### config.mk
export PLATFORM = sky130hd
export DESIGN_NAME = alu_design
export DESIGN_NICKNAME = d
export VERILOG_FILES = /design/src/rtl/alu_design_pkg.sv /design/src/rtl/alu_mul_stage.sv /design/src/rtl/alu_design.sv
export SDC_FILE = /design/constraint.sdc
export NUM_CORES = 1
export LEC_CHECK = 0
export ABC_AREA = 1
export CAP_MARGIN = 15
export CORE_MARGIN = 5
export CORE_UTILIZATION = 35
export DETAILED_ROUTE_END_ITERATION = 8
export GPL_TIMING_DRIVEN = 0
export PLACE_DENSITY = 0.6
export SLEW_MARGIN = 15
export SYNTH_ARGS = -nofsm -noshare
export SYNTH_HDL_FRONTEND = slang
export SYNTH_SLANG_ARGS = --single-unit
### constraint.sdc
create_clock -name CLK -period 7.05 [get_ports CLK]
set_input_delay 1.7625 -clock CLK [delete_from_list [all_inputs] [get_ports CLK]]
set_output_delay 1.7625 -clock CLK [all_outputs]
set_load 0.02 [all_outputs]
### src/rtl/alu_design_pkg.sv
// Shared encodings for alu_design: mode select, command codes, operand-valid codes, flag bundle.
// Latency: n/a (declarations only).
// Backpressure: n/a.
package alu_design_pkg;

  // MODE input
  localparam logic MODE_LOGIC = 1'b0;
  localparam logic MODE_ARITH = 1'b1;

  // Arithmetic commands (MODE_ARITH)
  localparam int unsigned CMD_ADD     = 0;
  localparam int unsigned CMD_SUB     = 1;
  localparam int unsigned CMD_ADD_CIN = 2;
  localparam int unsigned CMD_SUB_CIN = 3;
  localparam int unsigned CMD_INC_A   = 4;
  localparam int unsigned CMD_DEC_A   = 5;
  localparam int unsigned CMD_INC_B   = 6;
  localparam int unsigned CMD_DEC_B   = 7;
  localparam int unsigned CMD_CMP     = 8;
  localparam int unsigned CMD_MUL_INC = 9;
  localparam int unsigned CMD_MUL_SHL = 10;

  // Logical commands (MODE_LOGIC)
  localparam int unsigned CMD_AND     = 0;
  localparam int unsigned CMD_NAND    = 1;
  localparam int unsigned CMD_OR      = 2;
  localparam int unsigned CMD_NOR     = 3;
  localparam int unsigned CMD_XOR     = 4;
  localparam int unsigned CMD_XNOR    = 5;
  localparam int unsigned CMD_NOT_A   = 6;
  localparam int unsigned CMD_NOT_B   = 7;
  localparam int unsigned CMD_SHR1_A  = 8;
  localparam int unsigned CMD_SHL1_A  = 9;
  localparam int unsigned CMD_SHR1_B  = 10;
  localparam int unsigned CMD_SHL1_B  = 11;
  localparam int unsigned CMD_ROL_A_B = 12;
  localparam int unsigned CMD_ROR_A_B = 13;

  // INP_VALID encodings: bit0 = OPA valid, bit1 = OPB valid
  localparam logic [1:0] IV_NONE = 2'b00;
  localparam logic [1:0] IV_A    = 2'b01;
  localparam logic [1:0] IV_B    = 2'b10;
  localparam logic [1:0] IV_AB   = 2'b11;

  typedef struct packed {
    logic cout;
    logic oflow;
    logic g;
    logic e;
    logic l;
    logic err;
  } flags_t;

  // True when the presented operands cover what the command needs.
  // No valid operand at all is always an error, whatever the command.
  function automatic logic iv_ok(input logic [1:0] need, input logic [1:0] iv);
    return (iv != IV_NONE) && ((iv & need) == need);
  endfunction

endpackage

### src/rtl/alu_mul_stage.sv
// Operand-registering stage of the ALU multiplier; product is formed from the registered operands.
// Latency: operands captured at the issuing edge, product consumed by the output bank one edge later.
// Backpressure: none; CE=0 freezes the stage, RST clears it (cancels an in-flight multiply).
//
// Ports: CLK, RST (async, active-high), CE; in_vld/sel_inc/opa/opb from the decode;
//        out_vld/prod (2*WIDTH_OP bits, truncated) toward the output register bank.
module alu_mul_stage #(
  parameter int WIDTH_OP = 8
) (
  input  logic                  CLK,
  input  logic                  RST,
  input  logic                  CE,
  input  logic                  in_vld,
  input  logic                  sel_inc,   // 1: (A+1)*(B+1), 0: ((A<<1) mod 2^W)*B
  input  logic [WIDTH_OP-1:0]   opa,
  input  logic [WIDTH_OP-1:0]   opb,
  output logic                  out_vld,
  output logic [2*WIDTH_OP-1:0] prod
);

  localparam int XW = WIDTH_OP + 1;
  localparam int RW = 2 * WIDTH_OP;

  logic [XW-1:0] x_d, y_d, x_q, y_q;
  logic          vld_q;

  // Operands are pre-conditioned before registering; A+1 needs the extra bit,
  // while the shifted A deliberately drops its MSB inside the W-bit concatenation.
  assign x_d = sel_inc ? ({1'b0, opa} + XW'(1)) : {1'b0, opa << 1};
  assign y_d = sel_inc ? ({1'b0, opb} + XW'(1)) : {1'b0, opb};

  always_ff @(posedge CLK or posedge RST) begin
    if (RST) begin
      vld_q <= 1'b0;
      x_q   <= '0;
      y_q   <= '0;
    end else if (CE) begin
      vld_q <= in_vld;
      x_q   <= x_d;
      y_q   <= y_d;
    end
  end

  assign out_vld = vld_q;
  // Multiplying at RW bits gives the required truncation to 2W bits directly.
  assign prod    = RW'(x_q) * RW'(y_q);

endmodule

### src/rtl/alu_design.sv
// Registered unsigned ALU: arithmetic/logical ops, compare flags, operand-valid checking, error flag.
// Latency: 1 edge for most ops, 2 for multiplies; an op right behind a multiply slips one edge.
// Backpressure: none; CE=0 freezes every register, RST asynchronously clears all state.
//
// Ports: CLK, RST, CE; MODE (1 arith / 0 logic), CMD, INP_VALID (bit0 A, bit1 B), OPA, OPB, CIN;
//        RES (2*WIDTH_OP, zero-extended), COUT, OFLOW, G, E, L, ERR.
module alu_design
  import alu_design_pkg::*;
#(
  parameter int WIDTH_OP  = 8,
  parameter int WIDTH_CMD = 4
) (
  input  logic                  CLK,
  input  logic                  RST,
  input  logic                  CE,
  input  logic                  MODE,
  input  logic [WIDTH_CMD-1:0]  CMD,
  input  logic [1:0]            INP_VALID,
  input  logic [WIDTH_OP-1:0]   OPA,
  input  logic [WIDTH_OP-1:0]   OPB,
  input  logic                  CIN,
  output logic [2*WIDTH_OP-1:0] RES,
  output logic                  COUT,
  output logic                  OFLOW,
  output logic                  G,
  output logic                  E,
  output logic                  L,
  output logic                  ERR
);

  localparam int RW = 2 * WIDTH_OP;
  localparam int XW = WIDTH_OP + 1;
  localparam int SH = $clog2(WIDTH_OP);

  logic [31:0]         cmd_ext;
  logic [XW-1:0]       opa_x, opb_x;
  logic [SH-1:0]       rot_amt;
  logic                rot_hi;
  logic [WIDTH_OP-1:0] rol_a, ror_a;

  // Decode outputs
  logic [1:0]          need;
  logic                known;
  logic                use_wide;
  logic [XW-1:0]       wide;
  logic [WIDTH_OP-1:0] narrow;
  flags_t              nf;
  logic [RW-1:0]       nxt_res;

  // Multiplier path
  logic                is_mul;
  logic                mul_vld;
  logic [RW-1:0]       mul_prod;

  // Output bank plus a one-entry slip slot for an op that collides with a multiply result
  logic [RW-1:0]       res_q, pend_res;
  flags_t              flg_q, pend_flg;
  logic                pend_vld;

  // Widen CMD so that codes above the listed ones fall into the default (error) arms.
  assign cmd_ext = 32'(CMD);
  assign opa_x   = {1'b0, OPA};
  assign opb_x   = {1'b0, OPB};

  assign rot_amt = OPB[SH-1:0];
  assign rot_hi  = |(OPB >> SH);
  assign rol_a   = (OPA << rot_amt) | (OPA >> (WIDTH_OP - int'(rot_amt)));
  assign ror_a   = (OPA >> rot_amt) | (OPA << (WIDTH_OP - int'(rot_amt)));

  // Only a properly qualified multiply takes the 2-edge path; a multiply with
  // bad operand-valid bits is reported as a plain 1-edge error.
  assign is_mul = (MODE == MODE_ARITH) &&
                  ((cmd_ext == CMD_MUL_INC) || (cmd_ext == CMD_MUL_SHL)) &&
                  iv_ok(IV_AB, INP_VALID);

  always_comb begin
    need     = IV_AB;
    known    = 1'b1;
    use_wide = 1'b0;
    wide     = '0;
    narrow   = '0;
    nf       = '0;
    if (MODE == MODE_ARITH) begin
      case (cmd_ext)
        CMD_ADD: begin
          use_wide = 1'b1;
          wide     = opa_x + opb_x;
          nf.cout  = wide[WIDTH_OP];
        end
        CMD_SUB: begin
          narrow   = OPA - OPB;
          nf.oflow = (OPA < OPB);
        end
        CMD_ADD_CIN: begin
          use_wide = 1'b1;
          wide     = opa_x + opb_x + XW'(CIN);
          nf.cout  = wide[WIDTH_OP];
        end
        CMD_SUB_CIN: begin
          narrow   = OPA - OPB - WIDTH_OP'(CIN);
          nf.oflow = (opa_x < (opb_x + XW'(CIN)));
        end
        CMD_INC_A: begin
          need     = IV_A;
          use_wide = 1'b1;
          wide     = opa_x + XW'(1);
          nf.cout  = wide[WIDTH_OP];
        end
        CMD_DEC_A: begin
          need     = IV_A;
          narrow   = OPA - WIDTH_OP'(1);
          nf.oflow = (OPA == '0);
        end
        CMD_INC_B: begin
          need     = IV_B;
          use_wide = 1'b1;
          wide     = opb_x + XW'(1);
          nf.cout  = wide[WIDTH_OP];
        end
        CMD_DEC_B: begin
          need     = IV_B;
          narrow   = OPB - WIDTH_OP'(1);
          nf.oflow = (OPB == '0);
        end
        CMD_CMP: begin
          nf.g = (OPA > OPB);
          nf.e = (OPA == OPB);
          nf.l = (OPA < OPB);
        end
        CMD_MUL_INC, CMD_MUL_SHL: begin
          // Result comes from alu_mul_stage; only the operand check matters here.
        end
        default: known = 1'b0;
      endcase
    end else begin
      case (cmd_ext)
        CMD_AND:    narrow = OPA & OPB;
        CMD_NAND:   narrow = ~(OPA & OPB);
        CMD_OR:     narrow = OPA | OPB;
        CMD_NOR:    narrow = ~(OPA | OPB);
        CMD_XOR:    narrow = OPA ^ OPB;
        CMD_XNOR:   narrow = ~(OPA ^ OPB);
        CMD_NOT_A:  begin need = IV_A; narrow = ~OPA;    end
        CMD_NOT_B:  begin need = IV_B; narrow = ~OPB;    end
        CMD_SHR1_A: begin need = IV_A; narrow = OPA >> 1; end
        CMD_SHL1_A: begin need = IV_A; narrow = OPA << 1; end
        CMD_SHR1_B: begin need = IV_B; narrow = OPB >> 1; end
        CMD_SHL1_B: begin need = IV_B; narrow = OPB << 1; end
        // Out-of-range rotate amounts flag an error but still deliver the rotate.
        CMD_ROL_A_B: begin narrow = rol_a; nf.err = rot_hi; end
        CMD_ROR_A_B: begin narrow = ror_a; nf.err = rot_hi; end
        default: known = 1'b0;
      endcase
    end
    if (!known || !iv_ok(need, INP_VALID)) begin
      use_wide = 1'b0;
      wide     = '0;
      narrow   = '0;
      nf       = '0;
      nf.err   = 1'b1;
    end
    nxt_res = use_wide ? RW'(wide) : RW'(narrow);
  end

  alu_mul_stage #(.WIDTH_OP(WIDTH_OP)) u_mul (
    .CLK     (CLK),
    .RST     (RST),
    .CE      (CE),
    .in_vld  (is_mul),
    .sel_inc (cmd_ext == CMD_MUL_INC),
    .opa     (OPA),
    .opb     (OPB),
    .out_vld (mul_vld),
    .prod    (mul_prod)
  );

  // Priority: a finishing multiply owns the bank, then a slipped op, then the
  // freshly sampled op. A non-multiply that cannot write this edge is parked in
  // the slip slot; order is always preserved. A multiply issue leaves RES as is.
  always_ff @(posedge CLK or posedge RST) begin
    if (RST) begin
      res_q    <= '0;
      flg_q    <= '0;
      pend_vld <= 1'b0;
      pend_res <= '0;
      pend_flg <= '0;
    end else if (CE) begin
      if (mul_vld) begin
        res_q <= mul_prod;
        flg_q <= '0;
      end else if (pend_vld) begin
        res_q <= pend_res;
        flg_q <= pend_flg;
      end else if (!is_mul) begin
        res_q <= nxt_res;
        flg_q <= nf;
      end
      if (!is_mul && (mul_vld || pend_vld)) begin
        pend_vld <= 1'b1;
        pend_res <= nxt_res;
        pend_flg <= nf;
      end else begin
        pend_vld <= 1'b0;
      end
    end
  end

  assign RES   = res_q;
  assign COUT  = flg_q.cout;
  assign OFLOW = flg_q.oflow;
  assign G     = flg_q.g;
  assign E     = flg_q.e;
  assign L     = flg_q.l;
  assign ERR   = flg_q.err;

endmodule

==> results.txt <==
The run finished with clean final reports. The tools report the final routed DRC violation total as 0. The worst hold path terminates at pend_flg[0]. The cell sitting at the root of the clock tree is a sky130_fd_sc_hd__clkbuf_16. The wire length of the first global-routing pass came out at 53.6 mm. The worst path uses 82.0% of the clock period. For the final database, setup skew stands at 10.7 ps. In this run the most critical hold path is launched from pend_flg[0]. The run gives 2,756 as the filler cell count in the final layout.

The worst setup path is launched from a primary input. The die boundary width works out to 170 um. Clock tree synthesis inserted a total of 9 buffers. The run gives 0 as the number of endpoints with negative hold slack in the final report. Clock latency on the worst-skew pair, taken at its later pin, is 330 ps. The logs give 0 for the max-cap check violation count and 42.1% for the remaining max-slew budget at the tightest pin.

For this block, the initial DRC count from the detailed router was 856. After routing, the total negative slack on setup checks comes to 0 ps. The logs give 173 MHz for the maximum clock frequency and 1,420 for the number of standard cells after synthesis. The largest vdd supply drop came out at 0.181 mV.

The startpoint identified for the worst register-to-register timing path is u_mul.x_q[0]. In this design, the stage delay of the slowest critical-path cell is 780 ps. The number of buffers added on ports is 45.

The number of nets in the synthesized netlist is 1,574. The count of cells along the worst hold path is 2, and the multi-input logic area is 0.00644 mm^2. For this run, the leading register cell type out of synthesis is sky130_fd_sc_hd__dfrtp_1.

The share of synthesized registers carrying an async set or reset works out to 100%. For the count of instances resized after the clock tree is built, the log shows 0. Initial core utilization: 35.7%. For the count of standard-cell rows, the log shows 58.

The run gives 0 as the remaining antenna violation count. The total overflow left after global routing is 0. The logs give 9,521 for the via count of the first global-routing pass and 0.00901 mm^2 for the area of the mapped netlist. The synthesized design contains 57 register bits.

After synthesis, the cell types taking the most area are sky130_fd_sc_hd__nand2_1 17%, sky130_fd_sc_hd__dfrtp_1 16%, sky130_fd_sc_hd__fa_1 11%. The number of search-and-repair iterations in the first detailed-routing pass is 6, and the final max-slew violation count is 0. For the pin with the worst max-slew slack, the measured transition is 865 ps. After synthesis, flip-flops and latches occupy 15.8% of the total area. The worst setup path is captured at a register. The cell leakage power is 5.29 nW. The region available for standard cell placement spans 0.0253 mm^2. Timing startpoint of the critical path: OPB[1]. The endpoint identified for the worst register-to-register timing path is RES[15].

The power per cell area works out to 199 mW/mm^2. STA puts the critical path data required time at 7310 ps. Counting along the longest clock path gives a buffer depth of 2. The initial antenna violation count was 0.

The slowest stage of the critical path is the sky130_fd_sc_hd__clkdlybuf4s50_1 cell. The maximum number of pins on one net before global-route repair is 58, and the clock sink total is 57. The die is 170 um tall. Dividing the detail-routed wire length by the instance count gives 18.8 um. The final design utilization was 40.3%; the top-level port count was 49. The Yosys step of the flow raised 0 warnings.

The min-delay analysis places its worst path in the category reg2reg. TritonCTS built the clock tree. The clock tree synthesis step divided the H-tree into 3 levels. The total track usage was 23.6%; the clock transition at the registers of the reported paths was 60 ps. The clock period could shrink to 5780 ps. Once the clock tree was built, the setup fixing pass inserted 0 buffers. For this run, the post-layout net count is 1,630. The top-area cell type share of the netlist area works out to 16.6%.

In the layout the commonest cells are 399 x sky130_fd_sc_hd__nand2_1, 228 x sky130_fd_sc_hd__inv_1, 113 x sky130_fd_sc_hd__nor2_1. For this block, the routed nets add up to 34.1 mm of wire. Of all cell types, the one taking the most synthesized area is sky130_fd_sc_hd__nand2_1.

Count of flip-flops with a built-in enable after synthesis: 0. The floorplan step defined a die boundary enclosing 0.0291 mm^2. The number of cells on the worst reg-to-reg path is 21. 0 antenna diodes ended up in the layout. The tools report the data arrival time at the worst-slack endpoint as 6040 ps. Setup repair after global routing left no endpoint under its margin.

In this run the worst path has a maximum fanout of 12. The average instance in the mapped netlist occupies 6.35 um^2. The critical path is of the in2reg type.

In this run, post-CTS hold repair placed 0 buffers. Traced cell by cell, the critical path runs through clkdlybuf4s50_1 -> inv_1 -> clkbuf_1 -> ha_1 -> buf_2 -> inv_1 -> clkbuf_1 -> nand3_1 -> o21ai_0 -> nand2_1 -> o21ai_0 -> nand2_1 -> nand3_1 -> nand3_1 -> nand2_1 -> nor2_1 -> o21bai_1. Detailed routing inserted a total of 9,631 vias. The area growth from synthesis to layout is 13.1%. The tools report the worst setup slack for register-to-register paths as 1850 ps.

Fraction of layout cells with a size suffix above 1: 3.85%. Leaving out fill and tap cells, the most frequent cell in the layout is sky130_fd_sc_hd__nand2_1. The number of endpoints failing setup at the final stage was 0.

The footprint of the flip-flops and latches is 0.00143 mm^2, and the post-detailed-route via-to-cell ratio is 5.32. The unique cell type count in the Yosys netlist is 46. Once detailed placement completed, the half-perimeter wirelength came to 27.1 mm. The final estimated routing congestion in global placement came out at 1.02.
-- cell families (layout without fill, tap and decap cells) --
kind of cell,Yosys count,in the layout,synth area share (%)
AO/OA/AOI/OAI,263,263,17.1
XOR/XNOR,31,31,3.01
adder cells (fa/ha/maj),127,127,21.9
buffers and inverters,299,360,12.7
flip-flops,57,57,15.8
AND/OR/NAND/NOR,643,643,29.4
-- cell type report --
| class | count | share of cell area, % |
|---|---|---|
| flip-flops and latches | 57 | 14.0 |
| inverters | 241 | 8.90 |
| clock buffers | 12 | 2.52 |
| well taps | 330 | 4.05 |
| multi-input cells | 1064 | 63.2 |
| clock inverters | 4 | 0.503 |
| plain buffers | 58 | 2.39 |
| repair buffers | 45 | 4.42 |
-- stage by stage --
| step | hold slack, ps | worst slack [ps] | total power, mW | cell area (um^2) | instances |
|---|---|---|---|---|---|
| 2_1_floorplan | 444 | 2610 | 1.21 | 9010 | 1420 |
| 3_3_place_gp | 460 | 1070 | 1.56 | 9870 | 1795 |
| 3_5_place_dp | 461 | 1040 | 1.58 | 9880 | 1795 |
| 4_1_cts | 477 | 1370 | 2.04 | 10200 | 1811 |
| 5_1_grt | 499 | 1150 | 2.22 | 10200 | 1811 |
| 6_report | 480 | 1270 | 2.03 | 10200 | 1811 |
-- Yosys cell counts, types with 2 or more instances --
cell type	count
sky130_fd_sc_hd__o21ai_1	4
sky130_fd_sc_hd__a22o_1	5
sky130_fd_sc_hd__nor2_1	113
sky130_fd_sc_hd__xnor2_1	5
sky130_fd_sc_hd__a31oi_1	9
sky130_fd_sc_hd__inv_2	4
sky130_fd_sc_hd__o22ai_1	19
sky130_fd_sc_hd__or2_2	5
sky130_fd_sc_hd__o31ai_1	5
sky130_fd_sc_hd__o211ai_1	13
sky130_fd_sc_hd__nand4_1	15
sky130_fd_sc_hd__ha_1	76
sky130_fd_sc_hd__fa_1	51
sky130_fd_sc_hd__clkbuf_1	33
sky130_fd_sc_hd__and2_1	4
sky130_fd_sc_hd__buf_2	21
sky130_fd_sc_hd__nand3b_1	2
sky130_fd_sc_hd__nor3_1	17
sky130_fd_sc_hd__o221ai_1	5
sky130_fd_sc_hd__clkinv_1	8
sky130_fd_sc_hd__nand2_1	399
sky130_fd_sc_hd__o21a_1	2
sky130_fd_sc_hd__xor2_1	26
sky130_fd_sc_hd__o2111ai_1	11
sky130_fd_sc_hd__nor4_1	6
sky130_fd_sc_hd__a211oi_1	4
sky130_fd_sc_hd__a32o_1	4
sky130_fd_sc_hd__inv_1	229
sky130_fd_sc_hd__buf_1	4
sky130_fd_sc_hd__o21ai_0	105
sky130_fd_sc_hd__nand3_1	73
sky130_fd_sc_hd__nor2_2	4
sky130_fd_sc_hd__a21oi_1	68
sky130_fd_sc_hd__o21bai_1	3
sky130_fd_sc_hd__dfrtp_1	57
-- where the power goes --
| group | total (mW) | switching (mW) | leakage [nW] | internal [mW] |
|---|---|---|---|---|
| clock network | 0.451 | 0.159 | 0.149 | 0.293 |
| logic | 1.17 | 0.755 | 4.43 | 0.416 |
| registers | 0.406 | 0.0274 | 0.719 | 0.378 |
-- worst max path at each step --
stage          slack [ps]       to
6_report             1270   RES[3]
5_1_grt              1150   RES[3]
4_1_cts              1370   RES[3]
3_5_place_dp         1040   RES[3]
3_3_place_gp         1070   RES[3]
2_1_floorplan        2610  RES[13]
-- metal layers --
| metal | vias to the layer above | GRT usage [%] | share of wire [%] |
|---|---|---|---|
| met5 | - | 0 | 0 |
| met4 | 0 | 8.61 | 3.8 |
| met3 | 73 | 2.18 | 6.0 |
| met2 | 371 | 39.4 | 46 |
| met1 | 4513 | 31.8 | 44 |
| li1 | 4674 | - | - |
-- worst max-delay path: cells and delay by family --
kind | cells | cell delay, ps
buffers and inverters | 6 | 2500
and+or+nand+nor | 7 | 960
AOI/OAI and AO/OA | 3 | 450
adders and majority gates | 1 | 360
-- state kept, by name (all words and copies together), names as in the netlist, 6 cells and up --
signal     flops
RES           16
pend_res       9
u_mul.x_q      9
u_mul.y_q      9
pend_flg       6
(Power assumes the default switching activity.)
